**config.mk**
```make
export PLATFORM = sky130hd
export DESIGN_NAME = pe_array_os
export DESIGN_NICKNAME = d
export VERILOG_FILES = /design/src/rtl/pe_array_os.sv
export SDC_FILE = /design/constraint.sdc
export NUM_CORES = 2
export LEC_CHECK = 0
export CAP_MARGIN = 10
export CORE_ASPECT_RATIO = 0.6
export CORE_MARGIN = 5
export CORE_UTILIZATION = 35
export DETAILED_ROUTE_END_ITERATION = 16
export PLACE_DENSITY = 0.48
export SYNTH_ARGS = -nofsm -noshare
export SYNTH_HDL_FRONTEND = slang
export SYNTH_SLANG_ARGS = --single-unit
```
**constraint.sdc**
```tcl
create_clock -name clk -period 21.4 [get_ports clk]
set_input_delay 2.14 -clock clk [delete_from_list [all_inputs] [get_ports clk]]
set_output_delay 2.14 -clock clk [all_outputs]
set_load 0.03 [all_outputs]
```
**src/rtl/pe_array_os.sv**
```systemverilog
// ============================================================================
//  Module      : pe_array_os
//  Description : Output-stationary systolic array of signed MAC PEs with
//                bottom-edge result drain.
//  Revision    : 1.0 - initial release
// ============================================================================
`default_nettype none

module pe_array_os #(
  parameter int ROW_len = 4,
  parameter int COL_len = 5,
  parameter int DW      = 8,
  parameter int ACCW    = 16
) (
  input  logic                      clk,
  input  logic                      rst_n,
  input  logic                      compute_en,
  input  logic                      read_en_in,
  input  logic [ROW_len*DW-1:0]     a_bus,
  input  logic [COL_len*DW-1:0]     b_bus,
  output logic [COL_len*ACCW-1:0]   c_bus
);

  logic signed [DW-1:0]     r_a   [ROW_len][COL_len];
  logic signed [DW-1:0]     r_b   [ROW_len][COL_len];
  logic signed [ACCW-1:0]   r_acc [ROW_len][COL_len];
  logic signed [2*DW-1:0]   w_prod[ROW_len][COL_len];
  logic signed [ACCW-1:0]   w_ext [ROW_len][COL_len];

  for (genvar gi = 0; gi < ROW_len; gi++) begin : g_row
    for (genvar gj = 0; gj < COL_len; gj++) begin : g_col
      assign w_prod[gi][gj] = r_a[gi][gj] * r_b[gi][gj];
      // Fit the full-precision product to the accumulator width.
      if (ACCW > 2*DW) begin : g_sext
        assign w_ext[gi][gj] = {{(ACCW-2*DW){w_prod[gi][gj][2*DW-1]}}, w_prod[gi][gj]};
      end else if (ACCW == 2*DW) begin : g_same
        assign w_ext[gi][gj] = w_prod[gi][gj];
      end else begin : g_trunc
        assign w_ext[gi][gj] = w_prod[gi][gj][ACCW-1:0];
      end
    end
  end

  for (genvar gj = 0; gj < COL_len; gj++) begin : g_out
    assign c_bus[gj*ACCW +: ACCW] = r_acc[ROW_len-1][gj];
  end

  always_ff @(posedge clk) begin
    if (!rst_n) begin
      for (int i = 0; i < ROW_len; i++) begin
        for (int j = 0; j < COL_len; j++) begin
          r_a[i][j]   <= '0;
          r_b[i][j]   <= '0;
          r_acc[i][j] <= '0;
        end
      end
    end else begin
      if (compute_en) begin
        for (int i = 0; i < ROW_len; i++) begin
          for (int j = 0; j < COL_len; j++) begin
            r_a[i][j] <= (j == 0) ? a_bus[i*DW +: DW] : r_a[i][(j == 0) ? 0 : j-1];
            r_b[i][j] <= (i == 0) ? b_bus[j*DW +: DW] : r_b[(i == 0) ? 0 : i-1][j];
          end
        end
      end
      // Draining takes priority; operands still shift but are not accumulated.
      if (read_en_in) begin
        for (int i = 0; i < ROW_len; i++) begin
          for (int j = 0; j < COL_len; j++) begin
            r_acc[i][j] <= (i == 0) ? '0 : r_acc[(i == 0) ? 0 : i-1][j];
          end
        end
      end else if (compute_en) begin
        for (int i = 0; i < ROW_len; i++) begin
          for (int j = 0; j < COL_len; j++) begin
            r_acc[i][j] <= r_acc[i][j] + w_ext[i][j];
          end
        end
      end
    end
  end

endmodule

`default_nettype wire

```
==> results.cfg <==
[outcome]
status = finished clean

[sta]
finalHoldViolations = 0
max_freq_mhz = 154
finalCriticalPeriod_ps = 6480
tightest_slew_ps = 1050
tns_ps = 0
grt_setup_unrepaired = no
fin_crit_sh_pct = 30.3
finalSetupViolCount = 0
clock_skew_ps = 45.2
final-max-slew-violation-count = 0
slew_headroom_pct = 29.8

[worst_setup_path]
crit_chain = buf_8 > nand2b_4 > or2_4 > buf_4 > buf_4 > buf_4
cpPeakStageDelay_ps = 890
crit_family = buffers and inverters
crit_required_ps = 21710
worstPathArrival_ps = 6780
slowest_stage = nand2b_4
cp_num_buf_inv = 4
critPathMaxFanout = 119
criticalPathCategory = primary input to flop
crit_top_cell = buf_4
cp-start-kind = primary input
end_kind = flop

[logic_synthesis]
synth-seq-area-share_pct = 23.4
synth.net_count = 9837
synth_cell_types = 51
async_reset_ff_share_pct = 0
syn_area_per_cell_sq_um = 10.8
synth_edf_count = 640
netlist_instances = 7601
synth-seq-cells = 640
netlist_area_sq_um = 82000
ys_warn_count = 0
synth_flop_cell = edfxtp_1

[drt]
drc = 0
ant_nets = 0
via_per_inst = 4.87
wl_met1_mm = 123
vias = 52900
dr.pass1.iters = 7
wl_met2_mm = 87.5
wl_met3_mm = 14.0
top_layer_used = met4
drt-total-wl_mm = 229
wire_per_inst_microns = 21.1
drt_iter0_drc = 3699

[die]
core_area_sq_um = 233000
die_w_microns = 635
boundaryPins = 156
die_area_sq_um = 245000
start_util_pct = 35.2
num_rows = 137
fp.dieH_microns = 385

[clock_tree]
htree_levels = 3
hold_buffers = 0
clk_pin_slew_worst_paths_ps = 60
clock_latency_ps = 710
root_buffer = clkbuf_16
cts_setup_buffers = 0
cts_tree = built
cts_resized = 0
cts_num_sinks = 640
cts.path.max_buffers = 3
numCtsBuffers = 80

[finish]
layout_commonest_cell = inv_1
nets = 9910
drive_gt1_share_pct = 2.16
mostFrequentLayoutCells = inv_1 (1,428), fa_1 (1,420), ha_1 (740)
final_area_sq_um = 89700
area_delta_synth_final_pct = 9.31

[job]
max-cap-violations = 0

[placed_design]
globalplace.congestion = 0.833
dpl_cell_area_sq_um = 87000
numPortBuffers = 155
hpwl_mm = 183

[grt]
grt_max_degree = 156
grt_pass1_vias = 56600
antenna_found_initial = 21
grt_use_total_pct = 19.3
grt_overflow_total = 0
grt_pass1_wl_mm = 361

[power]
powerDensity_nw_per_um2 = 76.2
power_w = 0.00684
ir_worst_vdd_mv = 0.0491
leakage_nw = 43.9

[hold_path]
hold_class = flop to flop
path summary, 6_finish.rpt:
check                           slack, ps            to         start  cells past startpoint
worst max-delay path                14920   r_acc[3][7]    compute_en                      6
worst min register to register        560  r_acc[3][54]  r_acc[2][54]                      2
worst min-delay path                  560  r_acc[3][54]  r_acc[2][54]                      2
worst max register to register      15460  r_acc[1][15]     r_b[1][0]                     15
worst register-to-register path, cell delays in order (launching register included):
cell,delay [ps]
edfxtp_1,620
and2_1,630
inv_1,120
fa_1,500
inv_1,50
fa_1,480
fa_1,570
fa_1,430
fa_1,440
ha_1,320
o21ai_0,110
o21bai_1,490
nor3_1,140
a211oi_1,460
xnor2_1,110
a22o_1,190
area by class of cell:
cell class	count	area, sq um
multi-input cells	5343	56800
repair buffers	181	1780
flip-flops and latches	640	19200
inverters	1428	5360
fillers	23000	143000
well taps	3127	3910
clock buffers	97	2070
diodes	5	12.5
clock inverters	48	576
sequential cells by signal (all words and copies together) (netlist names):
signal and flops:
r_a 160, r_acc 320, r_b 160
cell usage after synthesis, types with 9 or more instances:
| cell | instances | share of area (%) |
|---|---|---|
| nor2b_1 | 106 | 0.81 |
| a22o_1 | 96 | 1.0 |
| and3_1 | 316 | 2.4 |
| xor2_1 | 55 | 0.59 |
| nor4b_1 | 9 | 0.096 |
| o211ai_1 | 11 | 0.10 |
| nor2_1 | 146 | 0.67 |
| nand3_1 | 12 | 0.073 |
| nor3b_1 | 9 | 0.082 |
| o21a_1 | 53 | 0.48 |
| nand2b_1 | 28 | 0.21 |
| nor3_1 | 29 | 0.18 |
| a21o_1 | 69 | 0.63 |
| inv_1 | 1428 | 6.5 |
| and2_1 | 682 | 5.2 |
| clkbuf_1 | 182 | 0.83 |
| nand2_1 | 672 | 3.1 |
| mux2_2 | 16 | 0.22 |
| o21bai_1 | 21 | 0.19 |
| a31oi_1 | 10 | 0.076 |
| a21oi_1 | 111 | 0.68 |
| o31ai_1 | 11 | 0.10 |
| or4_1 | 17 | 0.16 |
| o21ai_0 | 221 | 1.3 |
| edfxtp_1 | 640 | 23 |
| a211oi_1 | 53 | 0.48 |
| o22ai_1 | 13 | 0.099 |
| nand4_1 | 10 | 0.076 |
| xnor2_1 | 311 | 3.3 |
| o21ai_1 | 31 | 0.19 |
| fa_1 | 1420 | 35 |
| ha_1 | 740 | 11 |
per-stage QoR:
step                      setup slack (ps)  std cells  hold slack (ps)  util [%]
final                                14920      10900              563      38.5
after global routing                 14600      10900              591      38.5
after CTS                            14870      10900              571      38.5
after detailed placement             14110      10700              553      37.4
after global placement               14220      10700              550      37.4
after floorplan                       6600       7601              521         -
layer usage:
layer,global-route usage (%),up-vias
li1,-,24400
met1,31.9,27200
met2,25.7,1199
met3,3.33,179
met4,3.93,0
met5,0,-
kinds of logic (layout without fill, tap and decap cells):
kind of cell               Yosys count  count (layout)  synth area share [%]
adders and majority gates         2160            2160                  45.9
DFF                                640             640                  23.4
AOI/OAI and AO/OA                  744             744                  5.89
muxes                               17              17                 0.232
xor gates and xnor gates           366             366                  3.91
other                                0               5                     0
buffers and inverters             1618            1754                  7.43
and+or+nand+nor                   2056            2056                  13.2
report_power, final:
group	internal, W	leakage (nW)	switching (W)
logic	0.00156	35.4	0.00197
clock network	0.000806	1.26	0.000645
registers	0.00157	7.22	0.000287
total	0.00393	43.9	0.00291
No activity file was read; power rests on OpenSTA's default activity.
